File: src/rtl/clint_bus_bridge_pkg.sv
`default_nettype none
// +----------------------------------------------------------------------------+
// | clint_bus_bridge_pkg                                                       |
// | Shared CLINT offsets, size encodings and bridge FSM states.                |
// | Revision: 1.0                                                              |
// +----------------------------------------------------------------------------+
package clint_bus_bridge_pkg;

  localparam logic [15:0] c_mtimecmp_base = 16'h4000;
  localparam logic [15:0] c_mtime_addr    = 16'hBFF8;
  localparam logic [15:0] c_mtime_hi_addr = 16'hBFFC;

  localparam logic [2:0] c_size_b = 3'd0;
  localparam logic [2:0] c_size_h = 3'd1;
  localparam logic [2:0] c_size_w = 3'd2;

  typedef enum logic [2:0] {
    ST_IDLE    = 3'd0,
    ST_ISSUE   = 3'd1,
    ST_CAPTURE = 3'd2,
    ST_ERR     = 3'd3,
    ST_RESP    = 3'd4
  } state_t;

  // 64-bit registers live from the mtimecmp block upward; their odd words sit in the upper half.
  function automatic logic upper_half_sel(input logic [15:0] offset);
    return (offset >= c_mtimecmp_base) && offset[2];
  endfunction

endpackage
`default_nettype wire

File: src/rtl/clint_strb_decode.sv
`default_nettype none
// +----------------------------------------------------------------------------+
// | clint_strb_decode                                                          |
// | Maps byte strobes and address low bits to CLINT size, lane and legality.   |
// | Revision: 1.0                                                              |
// +----------------------------------------------------------------------------+
module clint_strb_decode
  import clint_bus_bridge_pkg::*;
(
  input  logic       we,
  input  logic [1:0] addr,
  input  logic [3:0] wstrb,
  output logic [2:0] size,
  output logic [1:0] lane,
  output logic       legal
);

  logic w_known;

  always_comb begin
    size    = c_size_w;
    lane    = 2'd0;
    w_known = 1'b1;
    if (we) begin
      case (wstrb)
        4'b0001: begin size = c_size_b; lane = 2'd0; end
        4'b0010: begin size = c_size_b; lane = 2'd1; end
        4'b0100: begin size = c_size_b; lane = 2'd2; end
        4'b1000: begin size = c_size_b; lane = 2'd3; end
        4'b0011: begin size = c_size_h; lane = 2'd0; end
        4'b1100: begin size = c_size_h; lane = 2'd2; end
        4'b1111: begin size = c_size_w; lane = 2'd0; end
        default: w_known = 1'b0;
      endcase
    end
    // Reads decode to lane 0, so this also rejects misaligned reads.
    legal = w_known && (lane == addr);
  end

endmodule
`default_nettype wire

File: src/rtl/clint_bus_bridge.sv
`default_nettype none
// +----------------------------------------------------------------------------+
// | clint_bus_bridge                                                           |
// | Core valid/ready bus to CLINT request adapter; optional coherent mtime     |
// | high-word snapshot under CLINT_MTIME_SNAPSHOT_EN.                          |
// | Revision: 1.0                                                              |
// +----------------------------------------------------------------------------+
module clint_bus_bridge
  import clint_bus_bridge_pkg::*;
#(
  parameter logic [31:0] BASE_ADDR   = 32'h0200_0000,
  parameter bit          CHECK_RANGE = 1'b1
) (
  input  logic        clk,
  input  logic        reset_n,
  input  logic        s_req_valid,
  output logic        s_req_ready,
  input  logic [31:0] s_req_addr,
  input  logic        s_req_we,
  input  logic [31:0] s_req_wdata,
  input  logic [3:0]  s_req_wstrb,
  output logic        s_rsp_valid,
  input  logic        s_rsp_ready,
  output logic [31:0] s_rsp_rdata,
  output logic        s_rsp_err,
  output logic        c_req_valid,
  output logic [15:0] c_req_addr,
  output logic [63:0] c_req_wdata,
  output logic        c_req_we,
  output logic [2:0]  c_req_size,
  input  logic        c_req_ready,
  input  logic [63:0] c_req_rdata
);

  state_t      r_state;
  state_t      w_state_nxt;

  logic [15:0] r_addr;
  logic        r_we;
  logic [31:0] r_wdata;
  logic [2:0]  r_size;
  logic [1:0]  r_lane;

  logic        r_rsp_valid;
  logic        r_rsp_err;
  logic [31:0] r_rsp_rdata;

  logic [2:0]  w_size;
  logic [1:0]  w_lane;
  logic        w_legal;
  logic        w_range_ok;
  logic        w_req_ok;
  logic        w_accept;
  logic        w_wr_done;
  logic        w_rsp_done;
  logic [31:0] w_live_word;
  logic [31:0] w_rd_word;

  clint_strb_decode u_strb_decode (
    .we    (s_req_we),
    .addr  (s_req_addr[1:0]),
    .wstrb (s_req_wstrb),
    .size  (w_size),
    .lane  (w_lane),
    .legal (w_legal)
  );

  assign w_range_ok = !CHECK_RANGE || (s_req_addr[31:16] == BASE_ADDR[31:16]);
  assign w_req_ok   = w_legal && w_range_ok;
  assign w_accept   = s_req_valid && s_req_ready;
  assign w_wr_done  = (r_state == ST_ISSUE) && c_req_ready && r_we;
  assign w_rsp_done = ((r_state == ST_ERR) || (r_state == ST_RESP)) && s_rsp_ready;

  always_ff @(posedge clk or negedge reset_n) begin
    if (!reset_n) begin
      r_state <= ST_IDLE;
    end else begin
      r_state <= w_state_nxt;
    end
  end

  // The error response is loaded at accept, so ERR already presents it and may complete directly.
  always_comb begin
    w_state_nxt = r_state;
    s_req_ready = 1'b0;
    c_req_valid = 1'b0;
    case (r_state)
      ST_IDLE: begin
        s_req_ready = 1'b1;
        if (s_req_valid) begin
          w_state_nxt = w_req_ok ? ST_ISSUE : ST_ERR;
        end
      end
      ST_ISSUE: begin
        c_req_valid = 1'b1;
        if (c_req_ready) begin
          w_state_nxt = r_we ? ST_RESP : ST_CAPTURE;
        end
      end
      ST_CAPTURE: w_state_nxt = ST_RESP;
      ST_ERR:     w_state_nxt = s_rsp_ready ? ST_IDLE : ST_RESP;
      ST_RESP: begin
        if (s_rsp_ready) begin
          w_state_nxt = ST_IDLE;
        end
      end
      default: w_state_nxt = ST_IDLE;
    endcase
  end

  always_ff @(posedge clk or negedge reset_n) begin
    if (!reset_n) begin
      r_addr  <= '0;
      r_we    <= 1'b0;
      r_wdata <= '0;
      r_size  <= '0;
      r_lane  <= '0;
    end else if (w_accept) begin
      r_addr  <= s_req_addr[15:0];
      r_we    <= s_req_we;
      r_wdata <= s_req_wdata;
      r_size  <= w_size;
      r_lane  <= w_lane;
    end
  end

  assign c_req_addr  = r_addr;
  assign c_req_we    = r_we;
  assign c_req_size  = r_size;
  assign c_req_wdata = {32'h0, r_wdata >> {r_lane, 3'b000}};

  assign w_live_word = upper_half_sel(r_addr) ? c_req_rdata[63:32] : c_req_rdata[31:0];

`ifdef CLINT_MTIME_SNAPSHOT_EN
  logic        r_snap_valid;
  logic [31:0] r_snap;

  assign w_rd_word = ((r_addr == c_mtime_hi_addr) && r_snap_valid) ? r_snap : w_live_word;

  // Latching mtime's high word on the low-word read lets RV32 software read a coherent pair.
  always_ff @(posedge clk or negedge reset_n) begin
    if (!reset_n) begin
      r_snap_valid <= 1'b0;
      r_snap       <= '0;
    end else if (r_state == ST_CAPTURE) begin
      if (r_addr == c_mtime_addr) begin
        r_snap       <= c_req_rdata[63:32];
        r_snap_valid <= 1'b1;
      end else if (r_addr == c_mtime_hi_addr) begin
        r_snap_valid <= 1'b0;
      end
    end else if (w_wr_done && (r_addr[15:3] == c_mtime_addr[15:3])) begin
      r_snap_valid <= 1'b0;
    end
  end
`else
  assign w_rd_word = w_live_word;
`endif

  always_ff @(posedge clk or negedge reset_n) begin
    if (!reset_n) begin
      r_rsp_valid <= 1'b0;
      r_rsp_err   <= 1'b0;
      r_rsp_rdata <= '0;
    end else if (w_accept && !w_req_ok) begin
      r_rsp_valid <= 1'b1;
      r_rsp_err   <= 1'b1;
      r_rsp_rdata <= '0;
    end else if (w_wr_done) begin
      r_rsp_valid <= 1'b1;
      r_rsp_err   <= 1'b0;
      r_rsp_rdata <= '0;
    end else if (r_state == ST_CAPTURE) begin
      r_rsp_valid <= 1'b1;
      r_rsp_err   <= 1'b0;
      r_rsp_rdata <= w_rd_word;
    end else if (w_rsp_done) begin
      r_rsp_valid <= 1'b0;
      r_rsp_err   <= 1'b0;
      r_rsp_rdata <= '0;
    end
  end

  assign s_rsp_valid = r_rsp_valid;
  assign s_rsp_err   = r_rsp_err;
  assign s_rsp_rdata = r_rsp_rdata;

endmodule
`default_nettype wire

File: config.mk
export PLATFORM = sky130hd
export DESIGN_NAME = clint_bus_bridge
export DESIGN_NICKNAME = d
export VERILOG_FILES = /design/src/rtl/clint_bus_bridge_pkg.sv /design/src/rtl/clint_strb_decode.sv /design/src/rtl/clint_bus_bridge.sv
export SDC_FILE = /design/constraint.sdc
export NUM_CORES = 1
export LEC_CHECK = 0
export BUFFER_PORTS_ARGS = -buffer_cell sky130_fd_sc_hd__buf_2
export CORE_ASPECT_RATIO = 0.8
export CORE_UTILIZATION = 49
export CTS_CLUSTER_SIZE = 20
export DETAILED_ROUTE_END_ITERATION = 8
export PLACE_DENSITY = 0.87
export SLEW_MARGIN = 20
export SYNTH_ARGS = -nofsm -noshare
export SYNTH_HDL_FRONTEND = slang
export SYNTH_SLANG_ARGS = --single-unit
export TNS_END_PERCENT = 1
File: constraint.sdc
create_clock -name clk -period 2.5 [get_ports clk]
set_input_delay 0.125 -clock clk [delete_from_list [all_inputs] [get_ports clk]]
set_output_delay 0.125 -clock clk [all_outputs]
set_load 0.005 [all_outputs]
# Word level (Yosys, flattened, before mapping)
# Index checks and enable logic that the tools add are counted.
[op_classes] magnitude_cmp=1 n_mux=27 shift=1 reduce_logical=17 n_eq_ne=16
[ops] op="32-bit 2-to-1 mux" n=5
[ops] op="32-bit by 5-bit >> shifter with 32-bit output" n=1
[ops] op="3-bit 2-to-1 mux" n=6
[ops] op="16-bit by 10-bit == test with 1-bit output, second input constant" n=1
[ops] op="16-bit by 15-bit >= comparator with 1-bit output, second input constant" n=1
[ops] op="3-bit case mux with 5 select lines" n=1
[ops] op="4-bit == test, second input constant" n=3
[ops] op="1-bit 2-to-1 mux" n=11
[ops] op="4-bit by 2-bit == test with 1-bit output, second input constant" n=2
[ops] op="1-bit logical AND" n=8
[ops] op="7-bit OR reduction" n=1
[ops] op="3-bit by 2-bit == test with 1-bit output, second input constant" n=2
[ops] op="2-bit inequality test, second input constant" n=3
[ops] op="2-bit case mux with 3 select lines" n=1
[ops] op="4-bit by 1-bit == test with 1-bit output, second input constant" n=1
[ops] op="4-bit by 3-bit == test with 1-bit output, second input constant" n=1
[ops] op="2-bit 2-to-1 mux" n=2
[ops] op="2-bit case mux with 2 select lines" n=1
[ops] op="4-bit nonzero test" n=1
[ops] op="2-bit OR reduction" n=2
[ops] op="4-bit OR reduction" n=1
[ops] op="3-bit by 1-bit == test with 1-bit output, second input constant" n=1
[ops] op="3-bit == test, second input constant" n=1
[ops] op="3-bit zero test" n=1
[ops] op="4 further kinds" n=4
[totals] output_inout_bits=120 register_bits=91 inputBits=138 elab_cells=71

# Logic depth before layout (Yosys ltp)
# Gate-level depths: netlist of run 1.
[depth] depth_word=10 mapped_depth=7

# Cells and area by module
# Synthesis of run 1 repeated with hierarchy kept, for this count alone.
[unflattened] hier_cells=464 hier_area_um2=5099.9
[by_module_without_submodules] mod="clint_bus_bridge" seq_area_each_um2=2277.2 n_inst=1 cells_per_inst=441 area_per_inst_um2=4941.0
[by_module_without_submodules] mod="clint_strb_decode" seq_area_each_um2=0.0 n_inst=1 cells_per_inst=23 area_per_inst_um2=158.9

# Least setup slack after synthesis of run 1
# OpenSTA, ideal clock, no wires.
[synth_path] path_type="flip-flop to flip-flop" startpoint="register r_state[1]" endpoint="register r_rsp_rdata[10] (netlist: s_rsp_rdata[10])" path_buffers=2 t_required_ps=2364 path_stages_with_launch=8 arrival_time_ps=1566 setup_slack_ps=798 path_cell_list="dfrtp_1 -> buf_2 -> nor3_1 -> nand2_1 -> a21oi_1 -> nor3b_4 -> buf_6 -> o2bb2ai_2"
[synth_via] elab_chain_cells=5 elab_cells_between_ends=16 classes_between="eq/ne: 4; mux: 4; reduce/logical: 8"
[synth_lines] item="start, declared" line="clint_bus_bridge.sv:35" rtl="state_t r_state;"
[synth_lines] item="start signal, assigned" line="clint_bus_bridge.sv:78" rtl="r_state <= w_state_nxt;"
[synth_lines] item="3-bit zero test (*)" line="clint_bus_bridge.sv:87" rtl="case (r_state)"
[synth_lines] item="1-bit 2-to-1 mux (*)" line="clint_bus_bridge.sv:87"
[synth_lines] item="named net s_req_ready" line="clint_bus_bridge.sv:17" rtl="output logic s_req_ready,"
[synth_lines] item="1-bit logical AND (*)" line="clint_bus_bridge.sv:70" rtl="assign w_accept = s_req_valid && s_req_ready;"
[synth_lines] item="1-bit logical AND (*)" line="clint_bus_bridge.sv:165" rtl="end else if (w_accept && !w_req_ok) begin"
[synth_lines] item="4-bit nonzero test (no line) or 32-bit 2-to-1 mux (tied branches)"
[synth_lines] item="end signal, assigned" line="clint_bus_bridge.sv:176" rtl="r_rsp_rdata <= w_rd_word;"
[synth_lines] item="end, declared" line="clint_bus_bridge.sv:46" rtl="logic [31:0] r_rsp_rdata;"
# Mark *: on every way through the listed nets, which the timed path passes. The rest lies on a longest branch.
# A chain may end at the register's enable or synchronous reset.

# Worst setup path after layout of run 1
[layout_path] startpoint="register r_lane[1]" endpoint="output c_req_wdata[12]"
[layout_via] elab_chain_cells=1
[layout_lines] item="start, declared" line="clint_bus_bridge.sv:42" rtl="logic [1:0] r_lane;"
[layout_lines] item="start signal, assigned" line="clint_bus_bridge.sv:123" rtl="r_lane <= w_lane;"
[layout_lines] item="32-bit by 5-bit >> shifter with 32-bit output" line="clint_bus_bridge.sv:130" rtl="assign c_req_wdata = {32'h0, r_wdata >> {r_lane, 3'b000}};"
[layout_lines] item="end, declared" line="clint_bus_bridge.sv:28" rtl="output logic [63:0] c_req_wdata,"
# No other way between the ends.

==> results of run 1 <==
-- power by group through the flow --
stage	combinational, W	clock (W)	sequential [W]
after floorplan	0.00232	0	0.00242
after CTS	0.00347	0.00155	0.00252
after detailed placement	0.00342	0	0.00253
after global routing	0.00389	0.00162	0.00260
after global placement	0.00328	0	0.00249
final	0.00350	0.00154	0.00254
-- worst max path at each step --
stage / depth (start not counted) / slack, ps / end / start
final: 5 / 500 / c_req_wdata[12] / r_lane[1]
after detailed placement: 7 / 530 / s_rsp_rdata[1] / s_req_wstrb[0]
after CTS: 5 / 500 / c_req_wdata[12] / r_lane[1]
after floorplan: 7 / 800 / s_rsp_rdata[10] / r_state[1]
after global placement: 7 / 570 / s_rsp_rdata[1] / s_req_wstrb[0]
after global routing: 6 / 350 / s_rsp_rdata[0] / r_state[1]
-- critical path: stages, from the launching register on --
cell	delay, ps
dfrtp_1	380
buf_4	220
nor2b_1	550
nand2_1	90
o21ai_0	130
buf_2	160
-- cells in the final DEF, fill, tap and decap left out, drive strengths merged --
| cell | instances |
|---|---|
| buf | 232 |
| nand2 | 163 |
| dfrtp | 90 |
| mux2i | 48 |
| dlygate4sd3 | 40 |
| conb | 33 |
| o2bb2ai | 32 |
| a21oi | 17 |
| nor2 | 16 |
| o21ai | 15 |
| nor2b | 10 |
| clkbuf | 10 |
| and2 | 9 |
| a211oi | 8 |
| inv | 3 |
| nor4 | 3 |
| bufinv | 3 |
| a31oi | 3 |
| nor3 | 2 |
| o31ai | 2 |
| nand2b | 2 |
| clkinv | 2 |
| and3 | 1 |
| xor2 | 1 |
| and4b | 1 |
| o22ai | 1 |
| or2b | 1 |
| o41ai | 1 |
| nand4 | 1 |
| o311ai | 1 |
| nor4b | 1 |
| and4 | 1 |
| xnor2 | 1 |
| or3b | 1 |
| or3 | 1 |
| nand3b | 1 |
| o21ba | 1 |
| nor3b | 1 |
| or2 | 1 |
-- timing repair --
item,4_1_cts,5_1_grt
setup endpoints to repair,0,0
endpoints found under the hold margin,39,90
hold buffers,39,1
-- routing by layer --
layer  global-route usage  vias up  routed length (µm)
li1                     -     2131                   -
met4                0.117        0                 547
met5                    0        -                   0
met2                0.479      245                7150
met1                0.353     2235                5760
met3               0.0561       51                 822
-- per-stage QoR --
step | hold WS, ps | cells
floorplan | -171 | 539
global placement | 313 | 841
detailed placement | 320 | 841
CTS | 4.41 | 895
global route | 6.35 | 896
finish | 6.89 | 896
-- cell families (layout without fill, tap and decap cells) --
family,Yosys count,in the layout,synth area share
AO/OA/AOI/OAI,81,81,0.157
XOR/XNOR,2,2,0.00361
buffers and inverters,69,290,0.0841
flip-flops,90,90,0.464
multiplexers,48,48,0.0990
other,1,33,0.000773
AND/OR/NAND/NOR,216,216,0.191
-- layout make-up --
cell class	count	area share
Multi-Input combinational cell	380	0.348
Inverter	3	0.00169
Tap cell	136	0.0255
Clock buffer	10	0.0343
Sequential cell	90	0.337
Timing Repair Buffer	272	0.238
Clock inverter	5	0.0155
-- state kept, by name, summed over array words and instances, names as in the netlist --
| signal | cells |
|---|---|
| r_wdata | 32 |
| s_rsp_rdata | 32 |
| c_req_addr | 16 |
| r_state | 3 |
| c_req_size | 2 |
| r_lane | 2 |
| c_req_we | 1 |
| s_rsp_err | 1 |
| s_rsp_valid | 1 |
==> metrics, run 1 <==
top cell type's share of synthesized area=0.464; status=complete, no violations; reg-to-reg slack, setup=around 500 ps; Placed Area=about 0.006 mm²; Clock power frac=0.203; NumNets Final=between 800 and 900; Syn Std Cell Area=just under 0.005 mm²; total negative setup slack=0 ps; clock slew at reported path FFs=approximately 70 ps; Reg2Reg Depth=6; Starting Density=0.503; Post-route DRC=0; switching share of total power=0.399; FF/Latch Area=about 0.0023 mm²; Seq/Total Area, Yosys=0.464; Worst Max-Slew Pin Slew=around 980 ps; crit path DAT=1870 ps; Hold Path Class=in2reg; Hold EP=c_req_addr[10]; CTS Buf Count=9; WL final=about 14000 µm; fmax=approximately 0.5 GHz; Netlist cell types=42; Final Max Slew Viols=0; sequential fraction of design power=0.335; gpl congestion=just under 0.9; static leakage=around 3.7 nW; Max clock buf depth=2; Tot Pwr=between 0.007 and 0.008 W; cell internal pwr=about 0.0046 W; Final Hold Viols=0; Async S/R FF share, synth=1.00; gr usage total=0.282; dpl ws=527 ps; Worst Skew=between 9 and 10 ps; Ant. Diodes=0; die area=0.0103 mm²; crit end category=output port; Peak VDD IR=roughly 0.42 mV; # setup viols final=0; max-cap viol count=0; Finished Cell Area=approximately 0.0067 mm²; WS Path Type=reg2out; setup ws final=roughly 500 ps; grt ovf=0; CTS tree=yes; post-layout util=0.692; Post-CTS Setup Bufs=0; Final period util=0.800; Psw=~0.0030 W; Power Density=around 1100 mW/mm²; Iteration-0 DRC Markers=between 300 and 400; H-Tree Depth=3; die height=approximately 91 µm; TritonRoute pass-1 iters=5; Core Region=0.00965 mm²; relative max-transition margin=0.347; Post-synth EDFFs=0; yosys warns=0; IO buf count=roughly 220; antenna-violating nets left=0; synthesized area per cell=approximately 9.6 µm²; fill count=roughly 720; HPWL Detailed=~9400 µm; largest cells by area after synthesis=dfrtp_1 46%, nand2_1 13%, mux2i_1 9.9%; r2r startpoint=r_state[1]; CTS Sinks=90; startpoint class of the critical path=register; routed wire length per instance=about 16 µm; RSZ-0062 raised after global routing=no; Core Rows=32; chip width=between 100 and 150 µm; hold path depth=3; initial antenna violation count=0; largest net degree at the start of global routing=91; vias in the first global route=between 4000 and 5000; most common library cells after synthesis=163 x nand2_1, 90 x dfrtp_1, 48 x mux2i_1; Req. time, crit path=2380 ps; area of the multi-input gates=0.00233 mm²; Vias=between 4000 and 5000; Clk Latency, worst-skew pair=roughly 340 ps; HP Start=s_req_addr[10]; P&R area growth vs syn=37.7%; most common cell in the netlist=nand2_1; CTS resizes=0; first-pass GRT wire length=between 20000 and 25000 µm; worst r2r dst=s_rsp_rdata[1]; DR vias/cell=5.20; combinational power share=0.462; share of layout cells above drive strength 1=0.372; I/O pin cnt=about 260; Yosys reg bits=90; Synth area leader=dfrtp_1; worst-path fanout max=24; Most used DFF post-synth=dfrtp_1; minimum clock period=around 2000 ps; Root Buffer=clkbuf_16; Cells after Synth=roughly 500
(Power assumes the default switching activity.)
==> run 2, diff against run 1 <==
CORE_UTILIZATION = 41   (was 49)
PLACE_DENSITY = 0.78   (was 0.87)
clock period = 1.8 ns   (was 2.5 ns; I/O delays follow)
==> metrics, run 2 (synthesis results as in run 1) <==
Final Max Slew Viols=0 (unchanged); CTS tree=yes; Root Buffer=clkbuf_16; largest net degree at the start of global routing=39 (-57%); die area=0.0123 mm² (+19%); met1 usage=0.289 (-0.0634); HP Start=s_req_addr[1]; CTS Sinks=90 (unchanged); hold path depth=3 (unchanged); # setup viols final=0 (unchanged); max-cap viol count=0 (unchanged); Core Region=0.0115 mm² (+19%); chip width=124 µm (+9.2%); P&R area growth vs syn=44.2%; worst r2r dst=s_rsp_rdata[1]; fin cells=942 (+5.1%); DR vias/cell=4.80 (-7.8%); CTS Buf Count=9 (unchanged); worst-path fanout max=6 (-75%); initial antenna violation count=0 (unchanged); static leakage=3.81 nW (+4.3%); GRT met3 Usage=0.0447 (-0.0113); most common cell after layout, fill and taps aside=buf_2; Worst Skew=6.08 ps (-3.83 ps); M2 GR Usage=0.356 (-0.123); RSZ-0062 raised after global routing=yes; Final period util=0.988; WL final=13300 µm (-6.6%); relative max-transition margin=0.371 (+0.0235); Core Rows=35 (+9.4%); reg-to-reg slack, setup=20 ps (-490 ps); Starting Density=0.421 (-0.0815); Top Usage Layer GRT=met2; Max clock buf depth=2 (unchanged); Crit path buffers/inverters=1 (-1); WS Path Type=reg2reg; Power Density=1520 mW/mm² (+34%); Clk Latency, worst-skew pair=340 ps (about the same); crit end category=register; Placed Cells=875 (+4.0%); H-Tree Depth=3 (unchanged); Vias=4520 (-3.0%); IO buf count=224 (unchanged); routed wire length per instance=14.2 µm (-11%); Worst Max-Slew Pin Slew=944 ps (-35.2 ps); Iteration-0 DRC Markers=159 (-51%); Peak VDD IR=0.813 mV (+92%); post-layout util=0.607 (-0.0850); status=complete, no violations; TritonRoute pass-1 iters=6 (+1); first-pass GRT wire length=21000 µm (-7.5%); Reg2Reg Depth=6 (unchanged); die height=99.3 µm (+9.1%); I/O pin cnt=258 (unchanged); Max stage delay on crit path=420 ps (-130 ps); most frequent cells in the layout=223 x buf_2, 162 x nand2_1, 89 x dfrtp_1; cell with the largest stage delay on the worst path=dfrtp_1; NumNets Final=927 (+3.7%); antenna-violating nets left=0 (unchanged); Req. time, crit path=2040 ps (-340 ps); total negative setup slack=0 ps (unchanged); startpoint class of the critical path=register; delay-heaviest family, CP=simple AND/OR/NAND/NOR gates; Post-route DRC=0 (unchanged); Tot Pwr=0.0106 W (+40%); crit path cell chain=and4b_1 -> a21oi_1 -> o21ba_2 -> nor3b_4 -> buf_4 -> o2bb2ai_1; HPWL Detailed=9490 µm (+0.76%); Hold Path Class=in2reg; gr usage total=0.222 (-0.0606); Final Hold Viols=0 (unchanged); gpl congestion=0.796 (-9.8%); grt ovf=0 (unchanged); r2r startpoint=r_state[1]; vias in the first global route=4426 (-3.7%); Ant. Diodes=0 (unchanged); clock slew at reported path FFs=60 ps (about the same); minimum clock period=1780 ps; Hold EP=c_req_addr[1]; share of layout cells above drive strength 1=0.393 (+0.0206); crit path DAT=2020 ps (+150 ps); fmax=0.562 GHz
run 2: worst register-to-register path: stages (launching register included):
cell,delay [ps]
dfrtp_1,420
and4b_1,230
a21oi_1,110
o21ba_2,160
nor3b_4,420
buf_4,230
o2bb2ai_1,120
run 2: per-stage QoR:
| step | hold WS (ps) | area [µm²] | setup slack [ps] |
|---|---|---|---|
| finish | 20.7 | 6990 | 20.9 |
| global route | 19.9 | 6990 | -74.7 |
| CTS | 2.15 | 6990 | 8.15 |
| detailed placement | 61.8 | 6190 | -115 |
| global placement | 53.5 | 6190 | -71.2 |
| floorplan | -206 | 4970 | 97.9 |
run 2: area by class of cell:
cell class,count,area (µm²)
sequential,90,2250
multi-input combinational,380,2340
clock buffer,10,239
timing repair buffer,305,1920
tap,148,185
clock inverter,6,48.8
inverter,3,11.3
fill,989,4520
run 2: what timing repair did:
item                                    CTS  global route
endpoints found under the setup margin   29            57
gates resized for setup                   1             3
hold buffers                             50             0
endpoints found under the hold margin    79             0
setup buffers                             1             0
run 2: worst max-delay path by stage:
| stage | startpoint | end | slack [ps] | cells past startpoint |
|---|---|---|---|---|
| floorplan | r_state[1] | s_rsp_rdata[10] | 100 | 7 |
| global placement | s_req_wstrb[0] | s_rsp_rdata[13] | -70 | 7 |
| detailed placement | s_req_wstrb[0] | s_rsp_rdata[1] | -110 | 7 |
| CTS | r_state[0] | s_rsp_rdata[1] | 8 | 7 |
| finish | r_state[1] | s_rsp_rdata[1] | 20 | 6 |
| global route | r_state[1] | s_rsp_rdata[1] | -70 | 6 |
run 2: per-layer routing:
layer,share of wire,vias up
li1,-,2220
met4,0.027,0
met3,0.048,35
met5,0,-
met2,0.47,166
met1,0.45,2099
run 2: where the power goes:
| part | total (W) | internal (W) | switching [W] |
|---|---|---|---|
| Clock | 0.00179 | 0.000991 | 0.000804 |
| Sequential | 0.00349 | 0.00284 | 0.000647 |
| Combinational | 0.00532 | 0.00253 | 0.00279 |
==> run 3, diff against run 2 <==
CORE_UTILIZATION = 40   (was 41)
PLACE_DENSITY = 0.76   (was 0.78)
==> metrics, run 3 (synthesis results as in run 1) <==
hold path depth=3 (unchanged); Reg2Reg Depth=4 (-2); H-Tree Depth=3 (unchanged); routed wl met3=641 µm (unchanged); dpl ws=-7.97 ps (+107 ps); top routing layer in use=met4; Power Density=1510 mW/mm² (-0.51%); Starting Density=0.416 (-0.00475); grt ovf=0 (unchanged); crit path DAT=1960 ps (-60 ps); static leakage=3.75 nW (-1.4%); Root Buffer=clkbuf_16; minimum clock period=1780 ps (-1.18 ps); Core Region=0.0116 mm² (+1.1%); CTS Buf Count=9 (unchanged); Core Rows=35 (unchanged); r2r startpoint=r_state[2]; Final Hold Viols=0 (unchanged); WL final=14000 µm (+4.6%); max-cap viol count=0 (unchanged); setup ws final=22.1 ps (+1.18 ps); relative max-transition margin=0.362 (-0.00849); Hold Path Class=in2reg; antenna-violating nets left=0 (unchanged); Min Hold Slack=30.2 ps (+9.42 ps); IO buf count=224 (unchanged); crit end category=register; Req. time, crit path=1980 ps (-60 ps); Clk Latency, worst-skew pair=330 ps (about the same); initial antenna violation count=0 (unchanged); Iteration-0 DRC Markers=234 (+47%); Placed Cells=866 (-1.0%); routed wire length per instance=15.0 µm (+5.7%); fin cells=933 (-0.96%); Max clock buf depth=2 (unchanged); met2 WL post-DR=6910 µm (+9.5%); CTS tree=yes; Worst Skew=8.07 ps (+1.98 ps); P&R area growth vs syn=43.3%; Max stage delay on crit path=530 ps (+110 ps); crit path cell chain=dlygate4sd3_1 -> buf_4 -> xnor2_2 -> or3_4 -> a31oi_4 -> nor3b_4 -> buf_12 -> o2bb2ai_1; # setup viols final=0 (unchanged); DR vias/cell=4.87 (+1.5%); share of layout cells above drive strength 1=0.386 (-0.00696); Ant. Diodes=0 (unchanged); Worst Max-Slew Pin Slew=957 ps (+12.7 ps); Peak VDD IR=1.27 mV (+57%); cell with the largest stage delay on the worst path=dlygate4sd3_1; HP Start=s_req_wdata[12]; vias in the first global route=4341 (-1.9%); largest net degree at the start of global routing=45 (+15%); TritonRoute pass-1 iters=7 (+1); Post-CTS Setup Bufs=0 (-1); Final Max Slew Viols=0 (unchanged); gr usage total=0.218 (-0.00357); Final period util=0.988 (about the same); fmax=0.562 GHz (about the same); gpl congestion=0.850 (+6.8%); status=complete, but fails checks; most common cell after layout, fill and taps aside=buf_2; M1 WL=6170 µm (+2.2%); startpoint class of the critical path=primary input; violated checks=design-rule violations; Worst setup startpoint=s_req_wstrb[1]; die height=101 µm (+1.2%); Tot Pwr=0.0105 W (-1.1%); CTS Sinks=90 (unchanged); die area=0.0126 mm² (+2.5%); I/O pin cnt=258 (unchanged); NumNets Final=918 (-0.97%); clock slew at reported path FFs=60 ps (about the same); Post-route DRC=20 (+20); most frequent cells in the layout=222 x buf_2, 162 x nand2_1, 88 x dfrtp_1; RSZ-0062 raised after global routing=yes; WS Path Type=in2reg; HPWL Detailed=9530 µm (+0.51%); worst-path fanout max=32 (+26); first-pass GRT wire length=21600 µm (+2.5%); chip width=125 µm (+1.2%); Vias=4545 (+0.55%)
run 3: cell count changes in the layout (fill, tap and decap cells not counted), sizes merged, moves of 2 or more:
cell      previous run  this run
clkinvlp             0         3
buf                255       245
clkbuf              10        12
clkinv               3         0
inv                  6         3
run 3: worst max-delay path: cells and delay by family:
| kind | cells | cell delay (ps) |
|---|---|---|
| buffers and inverters | 3 | 870 |
| and+or+nand+nor | 2 | 460 |
| AOI/OAI and AO/OA | 2 | 360 |
| xor gates and xnor gates | 1 | 150 |
run 3: worst paths after layout:
check | end | slack (ps)
max | s_rsp_rdata[0] | 20
min | r_wdata[12] | 30
max reg2reg | s_rsp_rdata[0] | 80
min reg2reg | r_wdata[3] | 470
max in group asynchronous | s_rsp_rdata[26] | 920
min in group asynchronous | r_wdata[8] | 270
run 3: what timing repair did:
item	in CTS	in global routing
endpoints found under the hold margin	86	0
pin swaps	0	0
hold buffers	51	0
endpoints found under the setup margin	35	61
gates resized for setup	2	9
run 3: area by class of cell:
class / instances / area, µm²
Clock buffer: 12 / 236
Tap cell: 148 / 185
Multi-Input combinational cell: 380 / 2370
Sequential cell: 90 / 2250
Clock inverter: 4 / 52.6
Inverter: 3 / 11.3
Timing Repair Buffer: 296 / 1840
Fill cell: 1005 / 4700
run 3: stage by stage:
| stage | util | instance area (µm²) | setup TNS [ps] |
|---|---|---|---|
| final | 0.597 | 6950 | 0 |
| after global routing | 0.597 | 6950 | -889 |
| after CTS | 0.593 | 6910 | 0 |
| after detailed placement | 0.524 | 6110 | -39.6 |
| after global placement | 0.524 | 6110 | 0 |
| after floorplan | - | 4970 | 0 |
run 3: routing by layer:
metal | vias up | global-route usage
met5 | - | 0
met4 | 0 | 0.0713
met3 | 21 | 0.0382
met2 | 158 | 0.364
met1 | 2176 | 0.291
li1 | 2190 | -
run 3: where the power goes:
part | leakage [nW] | switching, W | internal, W
Combinational | 2.48 | 0.00275 | 0.00237
Sequential | 1.15 | 0.000674 | 0.00284
Clock | 0.129 | 0.000765 | 0.00108
Total | 3.75 | 0.00419 | 0.00629
